$ cat src/rtl/mac_neuron_if.sv
// Handshake and data bundle between an interlayer block and a mac_neuron.
// The master drives the activation set and start strobe; the neuron answers with its result.
interface mac_neuron_if;
    logic       start;
    logic [7:0] in1;
    logic [7:0] in2;
    logic [7:0] in3;
    logic [7:0] in4;
    logic [7:0] out;
    logic       ready;
    logic       busy;
    logic       overrun;

    modport master (
        output start, in1, in2, in3, in4,
        input  out, ready, busy, overrun
    );

    modport slave (
        input  start, in1, in2, in3, in4,
        output out, ready, busy, overrun
    );
endinterface

$ cat src/rtl/mac_neuron.sv
// Serial 4-input multiply-accumulate neuron with arithmetic scaling and a saturating ReLU.
// One product is accumulated per cycle, and the clamped result is presented with a one-cycle ready pulse.
module mac_neuron #(
    parameter logic signed [7:0]  W0    = 8'sd0,
    parameter logic signed [7:0]  W1    = 8'sd0,
    parameter logic signed [7:0]  W2    = 8'sd0,
    parameter logic signed [7:0]  W3    = 8'sd0,
    parameter logic signed [15:0] BIAS  = 16'sd0,
    parameter int unsigned        SHIFT = 32'd0
) (
    input  logic         clk,
    input  logic         rst_n,
    mac_neuron_if.slave  bus
);

    typedef enum logic [1:0] {
        S_IDLE = 2'd0,
        S_MAC  = 2'd1,
        S_DONE = 2'd2
    } state_t;

    state_t             r_state;
    logic signed [19:0] r_acc;
    logic [1:0]         r_idx;
    logic [7:0]         r_in1;
    logic [7:0]         r_in2;
    logic [7:0]         r_in3;
    logic [7:0]         r_in4;
    logic [7:0]         r_out;
    logic               r_ready;
    logic               r_busy;
    logic               r_overrun;

    logic [7:0]         w_sel_in;
    logic signed [7:0]  w_sel_w;
    logic signed [16:0] w_ext_in;
    logic signed [16:0] w_ext_w;
    logic signed [16:0] w_prod;
    logic signed [19:0] w_shifted;
    logic               w_accept;

    // Clamp the scaled accumulator into the unsigned 8-bit activation range.
    function automatic logic [7:0] relu_sat(input logic signed [19:0] v);
        logic [7:0] res;
        if (v < 20'sd0) begin
            res = 8'd0;
        end else if (v > 20'sd255) begin
            res = 8'd255;
        end else begin
            res = v[7:0];
        end
        return res;
    endfunction

    // Select the captured activation and its weight for the current MAC step.
    always_comb begin
        w_sel_in = 8'd0;
        w_sel_w  = 8'sd0;
        case (r_idx)
            2'd0:    begin w_sel_in = r_in1; w_sel_w = W0; end
            2'd1:    begin w_sel_in = r_in2; w_sel_w = W1; end
            2'd2:    begin w_sel_in = r_in3; w_sel_w = W2; end
            2'd3:    begin w_sel_in = r_in4; w_sel_w = W3; end
            default: begin w_sel_in = 8'd0;  w_sel_w = 8'sd0; end
        endcase
    end

    // Activation is unsigned, weight signed; 17 bits hold any product exactly.
    assign w_ext_in  = {9'd0, w_sel_in};
    assign w_ext_w   = {{9{w_sel_w[7]}}, w_sel_w};
    assign w_prod    = w_ext_in * w_ext_w;
    assign w_shifted = r_acc >>> SHIFT;
    assign w_accept  = bus.start && ((r_state == S_IDLE) || (r_state == S_DONE));

    // Neuron state machine: capture, four MAC steps, then publish the result.
    always_ff @(posedge clk) begin
        if (!rst_n) begin
            r_state   <= S_IDLE;
            r_acc     <= 20'sd0;
            r_idx     <= 2'd0;
            r_in1     <= 8'd0;
            r_in2     <= 8'd0;
            r_in3     <= 8'd0;
            r_in4     <= 8'd0;
            r_out     <= 8'd0;
            r_ready   <= 1'b0;
            r_busy    <= 1'b0;
            r_overrun <= 1'b0;
        end else begin
            r_ready <= 1'b0;
            case (r_state)
                S_IDLE: begin
                    r_busy <= 1'b0;
                end
                S_MAC: begin
                    r_acc <= r_acc + {{3{w_prod[16]}}, w_prod};
                    r_idx <= r_idx + 2'd1;
                    if (bus.start) begin
                        r_overrun <= 1'b1;
                    end
                    if (r_idx == 2'd3) begin
                        r_state <= S_DONE;
                    end
                end
                S_DONE: begin
                    r_out   <= relu_sat(w_shifted);
                    r_ready <= 1'b1;
                    r_state <= S_IDLE;
                    r_busy  <= 1'b0;
                end
                default: begin
                    r_state <= S_IDLE;
                    r_busy  <= 1'b0;
                end
            endcase
            // A new set accepted here overrides the IDLE fall-through of DONE.
            if (w_accept) begin
                r_in1   <= bus.in1;
                r_in2   <= bus.in2;
                r_in3   <= bus.in3;
                r_in4   <= bus.in4;
                r_acc   <= {{4{BIAS[15]}}, BIAS};
                r_idx   <= 2'd0;
                r_state <= S_MAC;
                r_busy  <= 1'b1;
            end
        end
    end

    assign bus.out     = r_out;
    assign bus.ready   = r_ready;
    assign bus.busy    = r_busy;
    assign bus.overrun = r_overrun;

endmodule

$ cat src/flat_wrapper.sv
// flat-port wrapper written by rule: the top's interface ports become plain ports
module mac_neuron_flat 
#(
    parameter logic signed [7:0]  W0    = 8'sd0,
    parameter logic signed [7:0]  W1    = 8'sd0,
    parameter logic signed [7:0]  W2    = 8'sd0,
    parameter logic signed [7:0]  W3    = 8'sd0,
    parameter logic signed [15:0] BIAS  = 16'sd0,
    parameter int unsigned        SHIFT = 32'd0
)
  (clk, rst_n, bus_start, bus_in1, bus_in2, bus_in3, bus_in4, bus_out, bus_ready, bus_busy, bus_overrun);
  mac_neuron_if bus_i ();
  input  logic clk;
  input  logic rst_n;
  input wire logic [$bits(bus_i.start)-1:0] bus_start;
  input wire logic [$bits(bus_i.in1)-1:0] bus_in1;
  input wire logic [$bits(bus_i.in2)-1:0] bus_in2;
  input wire logic [$bits(bus_i.in3)-1:0] bus_in3;
  input wire logic [$bits(bus_i.in4)-1:0] bus_in4;
  output wire logic [$bits(bus_i.out)-1:0] bus_out;
  output wire logic [$bits(bus_i.ready)-1:0] bus_ready;
  output wire logic [$bits(bus_i.busy)-1:0] bus_busy;
  output wire logic [$bits(bus_i.overrun)-1:0] bus_overrun;
  assign bus_i.start = bus_start;
  assign bus_i.in1 = bus_in1;
  assign bus_i.in2 = bus_in2;
  assign bus_i.in3 = bus_in3;
  assign bus_i.in4 = bus_in4;
  assign bus_out = bus_i.out;
  assign bus_ready = bus_i.ready;
  assign bus_busy = bus_i.busy;
  assign bus_overrun = bus_i.overrun;
  mac_neuron #(.W0(W0), .W1(W1), .W2(W2), .W3(W3), .BIAS(BIAS), .SHIFT(SHIFT)) u_core (.clk(clk), .rst_n(rst_n), .bus(bus_i));
endmodule
$ cat config.mk
export PLATFORM = sky130hd
export DESIGN_NAME = mac_neuron_flat
export DESIGN_NICKNAME = d
export VERILOG_FILES = /design/src/rtl/mac_neuron_if.sv /design/src/rtl/mac_neuron.sv /design/src/flat_wrapper.sv
export SDC_FILE = /design/constraint.sdc
export NUM_CORES = 1
export LEC_CHECK = 0
export BUFFER_PORTS_ARGS = -buffer_cell sky130_fd_sc_hd__buf_2
export CORE_AREA = 2 2 39 41
export DETAILED_ROUTE_END_ITERATION = 6
export DIE_AREA = 0 0 41 43
export PLACE_DENSITY_LB_ADDON = 0.08
export SKIP_LAST_GASP = 1
export SLEW_MARGIN = 10
export SYNTH_ARGS = -nofsm -noshare
export SYNTH_HDL_FRONTEND = slang
export SYNTH_SLANG_ARGS = --single-unit
export TNS_END_PERCENT = 30
$ cat constraint.sdc
create_clock -name clk -period 1.3 [get_ports clk]
set_clock_uncertainty 0.1 [all_clocks]
set_input_delay 0.065 -clock clk [delete_from_list [all_inputs] [get_ports clk]]
set_output_delay 0.065 -clock clk [all_outputs]
set_load 0.02 [all_outputs]
==> out/results.ini, run 1 <==
[status]
outcome=finished, final reports clean

[detailed_routing]
ant_nets=0
num_vias=293
via_per_inst=4.31
drt_iter0_markers=4
first_pass_iters=4
drc=0
wl_per_cell_um=9.94
wl_um=676

[clock_tree]
clock_path_buffers=2
clk_pin_slew_ns=0.06
post_cts_buffers=0
clkLatencyLatePin_ns=0.26
cts_tree=done
htreeDepth=1
ctsResizeCount=0
cts_buffers=3
cts-root-buf=clkbuf_4
cts_sinks=9

[power_and_ir_drop]
p_comb_share_pct=9.4
power.switching_uw=132
swShare_pct=23.4
p_leak_uw=0.000233
internal_power_uw=432
cellPowerDensity_nw_per_um2=1240
sequentialPowerShare_pct=52.9
irDropWorstVdd_mv=0.320
p_clk_share_pct=37.8

[worst_setup_path]
regToRegStartpoint=u_core.r_idx[0]
worstSetupPathType=input port to register
crit_fanout=4
critPathLaunchType=input port
reg2reg_to=u_core.r_idx[1]
rrSetupSlack_ns=0.25
ff2ff_path_depth=3
required_ns=1.39
cp-end-kind=register
arrival_ns=1.20

[timing]
worst_hold_slack_ns=0.371
max_freq_mhz=900
slew_viol_final=0
fin_crit_ns=1.11
setup_viol=0
hold_viol_final=0
maxSlewHeadroom_pct=85.6
fin_crit_sh_pct=85.5
fin_setup_tns_ns=0
tightest_slew_ns=0.215
grt_setup_unrepaired=false

[hold_path]
worstHoldPathType=register to register
min_delay_path_depth=2
hold_path_end=u_core.bus.overrun
min-delay-start=u_core.bus.overrun

[grt]
grt_use_total_pct=10.1
grt_pass1_wl_mm=1.10
grt_pass1_vias=265
grt_max_degree=9
grt_overflow=0
antenna_found_initial=0

[synth]
synth_ff_type=dfxtp_1
syn_nets=75
ys_ff_latch=9
seq_area_frac_synth_pct=48.6
synth_edf_count=0
synth_area_um2=370
postSynthAreaPerCell_um2=9.50
ys_warn_count=0
syn-instance-count=39
synthArstFlopShare_pct=0
ys_types=16

[floorplanning]
io_pins=46
start_util_pct=26.8
core_um2=1380
die_width_um=41
die_h_um=43
dieArea_um2=1760
rows=14

[placement]
hpwl_um=508
numPortBuffers=13
gp_congestion=0.702

[finish]
nets=89
n_antenna_cell=0
fill_cells=154
drive_gt1_share_pct=34.6
finalCoreUtilization_pct=33.0
layout_commonest_cell=buf_2
mostFrequentLayoutCells=13 x buf_2, 9 x dfxtp_1, 5 x a21oi_1
syn_to_final_growth_pct=23.3

[flow_run]
drv_cap=0

## sequential cells by signal, summed over array words and instances (netlist names)
| register | flops |
|---|---|
| u_core.bus.ready | 1 |
| u_core.bus.out | 2 |
| u_core.bus.overrun | 1 |
| u_core.r_idx | 2 |
| u_core.bus.busy | 1 |
| u_core.r_state | 2 |
## metrics by stage
| stage | std cells | cell area (um2) | power [uW] | setup slack, ns |
|---|---|---|---|---|
| 6_report | 68 | 457 | 565 | 0.189 |
| 5_1_grt | 68 | 457 | 601 | 0.144 |
| 2_1_floorplan | 39 | 370 | 336 | 0.316 |
| 3_3_place_gp | 62 | 410 | 351 | 0.276 |
| 4_1_cts | 68 | 457 | 577 | 0.190 |
| 3_5_place_dp | 62 | 410 | 353 | 0.254 |
## layer usage
layer	vias up	share of wire (%)	GRT usage, %
met5	-	0	0
met4	0	3.8	12.0
met3	4	8.0	3.14
met2	14	44	13.1
met1	127	44	11.0
li1	148	-	-
## worst max path at each step
| stage | from | end | slack, ns | cells past startpoint |
|---|---|---|---|---|
| 2_1_floorplan | u_core.r_idx[0] | u_core.r_idx[1] | 0.32 | 3 |
| 3_3_place_gp | u_core.r_state[0] | u_core.bus.busy | 0.28 | 3 |
| 3_5_place_dp | u_core.r_idx[0] | u_core.r_idx[1] | 0.25 | 3 |
| 4_1_cts | bus_start | u_core.r_idx[0] | 0.19 | 4 |
| 5_1_grt | bus_start | u_core.r_idx[0] | 0.14 | 4 |
| 6_report | bus_start | u_core.r_idx[0] | 0.19 | 4 |
## cell usage after synthesis, types with 2 or more instances
library cell  count  share of area, %
a21oi_1           5               6.8
nor2_1            4               4.1
buf_4             6                12
dfxtp_1           9                49
and3_1            3               5.1
inv_1             2               2.0
## power by group through the flow
stage	logic (uW)	clock network (uW)	registers [uW]
after floorplan	28.9	0	307
after global placement	47.7	0	303
after detailed placement	48.8	0	304
after CTS	53.5	226	298
after global routing	59.9	241	300
final	52.8	213	299
## worst max-delay path, cell delays in order
cell           delay (ns)
dlygate4sd3_1        0.52
buf_2                0.14
or3b_1               0.35
a21oi_1              0.12
## final cells by class
cell class / instances / area (um2) / area share [%]
Timing Repair Buffer: 15 / 85.1 / 18.6
Inverter: 2 / 7.51 / 1.64
Clock buffer: 4 / 26.3 / 5.75
Multi-Input combinational cell: 22 / 138 / 30.1
Tap cell: 16 / 20.0 / 4.38
Sequential cell: 9 / 180 / 39.5
## what timing repair did
action,CTS,global route
endpoints found under the setup margin,0,0
endpoints found under the hold margin,4,0
hold buffers,2,0
## kinds of logic (layout without fill, tap and decap cells)
family,count (synthesis),after routing,synth area share (%)
simple gates,13,13,20.6
flops,9,9,48.6
buf+inv,8,21,14.2
compound gates,6,6,8.11
fa+ha+maj,1,1,3.38
xor+xnor,1,1,2.37
mux,1,1,2.70
No activity file was read; power rests on OpenSTA's default activity.
==> inputs of run 2 (changes only) <==
--- a/config.mk
+++ b/config.mk
@@ -10,6 +10,7 @@
 export DETAILED_ROUTE_END_ITERATION = 6
 export DIE_AREA = 0 0 41 43
 export PLACE_DENSITY_LB_ADDON = 0.08
+export RECOVER_POWER = 100
 export SKIP_LAST_GASP = 1
 export SLEW_MARGIN = 10
 export SYNTH_ARGS = -nofsm -noshare
==> out/results.ini, run 2 (synthesized netlist as in run 1, its figures left out) <==
[status]
outcome=finished, final reports clean

[finish]
syn_to_final_growth_pct=18.2
mostFrequentLayoutCells=14 x clkbuf_1, 9 x dfxtp_1, 5 x a21oi_1
n_antenna_cell=0
nets=89
layout_commonest_cell=clkbuf_1
design_area_um2=438
drive_gt1_share_pct=7.69

[floorplanning]
dieArea_um2=1760
die_width_um=41
start_util_pct=26.8
io_pins=46
rows=14
core_um2=1380
die_h_um=43

[clock_tree]
ctsResizeCount=0
clock_path_buffers=2
cts-root-buf=clkbuf_4
cts_hold_buf=2
clkLatencyLatePin_ns=0.26
clk_pin_slew_ns=0.06
htreeDepth=1
cts_sinks=9
cts_buffers=3
cts_tree=done
post_cts_buffers=0

[hold_path]
hold_path_end=u_core.bus.overrun
worstHoldPathType=register to register
min_delay_path_depth=2
min-delay-start=u_core.bus.overrun

[power_and_ir_drop]
p_clk_share_pct=38.1
irDropWorstVdd_mv=0.320
swShare_pct=23.9
p_leak_uw=0.000179
power.switching_uw=135
p_comb_share_pct=9.0
cellPowerDensity_nw_per_um2=1290
internal_power_uw=430
sequentialPowerShare_pct=52.9

[worst_setup_path]
critPathLaunchType=input port
reg2reg_to=u_core.r_state[0]
critPathSlowestCell=dlygate4sd3_1
worstSetupPathType=input port to register
ff2ff_path_depth=3
rrSetupSlack_ns=0.25
cp-end-kind=register
cp_cell_sequence=dlygate4sd3_1, clkbuf_1, or3b_1, a21oi_1
required_ns=1.39
regToRegStartpoint=u_core.r_state[0]
slowest_delay_ns=0.53
arrival_ns=1.21
crit_fanout=4

[placement]
hpwl_um=508
numPortBuffers=13
gp_congestion=0.702
dpl_cell_area_um2=410

[detailed_routing]
wl_per_cell_um=10.4
ant_nets=0
via_per_inst=4.28
num_vias=291
first_pass_iters=4
wl_um=706
drc=0
drt_iter0_markers=4

[timing]
tightest_slew_ns=0.255
fin_crit_sh_pct=86.1
fin_crit_ns=1.12
max_freq_mhz=893
fin_setup_tns_ns=0
maxSlewHeadroom_pct=83.1
slew_viol_final=0
hold_viol_final=0
grt_setup_unrepaired=false
setup_viol=0

[grt]
grt_max_degree=9
grt_use_total_pct=10.1
grt_pass1_vias=265
grt_pass1_wl_mm=1.10
grt_overflow=0
antenna_found_initial=0

[flow_run]
drv_cap=0

[run 2: cell types whose count changed in the layout (fill, tap and decap cells not counted), sizes merged]
cell    delta
buf       -13
clkbuf    +13
[run 2: worst max-delay path by stage]
stage                      start               to  slack [ns]  depth (start not counted)
2_1_floorplan    u_core.r_idx[0]  u_core.r_idx[1]        0.32                          3
3_3_place_gp   u_core.r_state[0]  u_core.bus.busy        0.28                          3
3_5_place_dp     u_core.r_idx[0]  u_core.r_idx[1]        0.25                          3
4_1_cts                bus_start  u_core.r_idx[0]        0.19                          4
5_1_grt        u_core.bus.out[7]       bus_out[4]        0.07                          1
6_report               bus_start  u_core.r_idx[0]        0.18                          4
[run 2: final cells by class]
cell class / instances / area [um2]
Fill cell: 162 / 946
Sequential cell: 9 / 180
Multi-Input combinational cell: 22 / 135
Timing Repair Buffer: 15 / 68.8
Clock buffer: 4 / 26.3
Tap cell: 16 / 20.0
Inverter: 2 / 7.51
[run 2: stage by stage]
| stage | util (%) | cells | power (uW) | hold slack, ns | setup slack, ns |
|---|---|---|---|---|---|
| after floorplan | - | 39 | 336 | 0.103 | 0.316 |
| after global placement | 29.7 | 62 | 351 | 0.246 | 0.276 |
| after detailed placement | 29.7 | 62 | 353 | 0.256 | 0.254 |
| after CTS | 33.0 | 68 | 577 | 0.383 | 0.190 |
| after global routing | 31.6 | 68 | 598 | 0.409 | 0.0744 |
| final | 31.6 | 68 | 565 | 0.376 | 0.181 |
[run 2: power groups by stage]
| stage | Combinational (uW) | Sequential (uW) | Clock, uW |
|---|---|---|---|
| final | 50.5 | 299 | 215 |
| after global routing | 57.3 | 300 | 241 |
| after CTS | 53.5 | 298 | 226 |
| after detailed placement | 48.8 | 304 | 0 |
| after global placement | 47.7 | 303 | 0 |
| after floorplan | 28.9 | 307 | 0 |
[run 2: worst max-delay path, delay by kind of cell]
| kind | cells | cell delay (ns) |
|---|---|---|
| buffers and inverters | 2 | 0.66 |
| AND/OR/NAND/NOR | 1 | 0.36 |
| AO/OA/AOI/OAI | 1 | 0.12 |
[run 2: layer usage]
layer,track usage [%],wire length [um],up-vias
met5,0,0,-
met4,12.0,26,0
met3,3.14,61,4
met2,13.1,284,14
met1,11.0,334,125
li1,-,-,148
==> inputs of run 3 (changes only) <==
--- a/config.mk
+++ b/config.mk
@@ -7,6 +7,7 @@
 export LEC_CHECK = 0
 export BUFFER_PORTS_ARGS = -buffer_cell sky130_fd_sc_hd__buf_2
 export CORE_AREA = 2 2 39 41
+export CTS_BUF_LIST = sky130_fd_sc_hd__clkbuf_4 sky130_fd_sc_hd__clkbuf_8
 export DETAILED_ROUTE_END_ITERATION = 6
 export DIE_AREA = 0 0 41 43
 export PLACE_DENSITY_LB_ADDON = 0.08
==> out/results.ini, run 3 (synthesized netlist as in run 1, its figures left out) <==
[clock_tree]
ctsResizeCount=0
clk_pin_slew_ns=0.06
cts_buffers=3
cts_sinks=9
cts_tree=done
clkLatencyLatePin_ns=0.26
cts-root-buf=clkbuf_4
clock_path_buffers=2
htreeDepth=1

[grt]
grt_pass1_vias=255
grt_use_total_pct=10.3
grt_max_degree=9
antenna_found_initial=0
grt_pass1_wl_mm=1.12
grt_overflow=0

[finish]
n_antenna_cell=0
drive_gt1_share_pct=9.62
fill_cells=163
mostFrequentLayoutCells=13 x clkbuf_1, 9 x dfxtp_1, 5 x a21oi_1
layout_commonest_cell=clkbuf_1
syn_to_final_growth_pct=19.3
nets=89

[detailed_routing]
via_per_inst=4.29
wl_per_cell_um=10.5
num_vias=292
drc=0
drt_iter0_markers=1
wl_um=713
ant_nets=0
first_pass_iters=2

[floorplanning]
rows=14
core_um2=1380
dieArea_um2=1760
io_pins=46
start_util_pct=26.8
die_width_um=41
die_h_um=43

[worst_setup_path]
required_ns=1.40
critPathLaunchType=input port
cp_cell_sequence=dlygate4sd3_1, clkbuf_1, or3b_1, a21oi_1
arrival_ns=1.21
slowest_delay_ns=0.53
crit_fanout=4
worstSetupPathType=input port to register
critPathSlowestCell=dlygate4sd3_1
cp-end-kind=register

[timing]
hold_viol_final=0
slew_viol_final=0
max_freq_mhz=895
fin_crit_sh_pct=85.9
setup_viol=0
grt_setup_unrepaired=false
fin_crit_ns=1.12
maxSlewHeadroom_pct=83.1
worst_hold_slack_ns=0.378
tightest_slew_ns=0.255
fin_setup_tns_ns=0

[hold_path]
worstHoldPathType=register to register

[power_and_ir_drop]
irDropWorstVdd_mv=0.323
p_leak_uw=0.000183
cellPowerDensity_nw_per_um2=1340

[flow_run]
drv_cap=0

[placement]
gp_congestion=0.702
numPortBuffers=13
hpwl_um=508

[status]
outcome=finished, final reports clean

## run 3: routing by layer
layer | share of wire, % | wire length [um] | global-route usage [%] | up-vias
met5 | 0 | 0 | 0 | -
met4 | 3.6 | 26 | 12.0 | 0
met3 | 8.6 | 61 | 3.14 | 4
met2 | 40 | 284 | 13.1 | 14
met1 | 48 | 339 | 11.7 | 126
li1 | - | - | - | 148
## run 3: worst paths after layout
check / from / to / slack [ns] / cells after the start
max reg2reg: u_core.r_state[0] / u_core.bus.overrun / 0.24 / 3
min reg2reg: u_core.bus.overrun / u_core.bus.overrun / 0.38 / 2
max: bus_start / u_core.r_idx[0] / 0.18 / 4
min: u_core.bus.overrun / u_core.bus.overrun / 0.38 / 2
## run 3: worst max-delay path, delay by kind of cell
kind	cells	cell delay, ns
compound gates	1	0.12
buf+inv	2	0.67
simple gates	1	0.36
## run 3: repair_timing
action	in CTS	in global routing
buffers inserted	0	0
hold endpoints to repair	4	0
hold buffers	2	0
## run 3: area by class of cell
cell class | count | area [um2] | area share [%]
Timing Repair Buffer | 15 | 68.8 | 15.6
Clock buffer | 4 | 30.0 | 6.80
Tap cell | 16 | 20.0 | 4.53
Inverter | 2 | 7.51 | 1.70
Sequential cell | 9 | 180 | 40.8
Multi-Input combinational cell | 22 | 135 | 30.6
## run 3: report_power, final
group	internal, uW	total (uW)	switching, uW
logic	23.7	50.5	26.8
registers	288	299	10.9
clock network	139	242	103
total	451	591	141
## run 3: per-stage QoR
step | power [uW] | util [%] | setup slack (ns) | cells | cell area, um2
after floorplan | 336 | - | 0.316 | 39 | 370
after global placement | 351 | 29.7 | 0.276 | 62 | 410
after detailed placement | 353 | 29.7 | 0.254 | 62 | 410
after CTS | 599 | 33.3 | 0.191 | 68 | 460
after global routing | 623 | 31.9 | 0.0744 | 68 | 442
final | 591 | 31.9 | 0.183 | 68 | 442
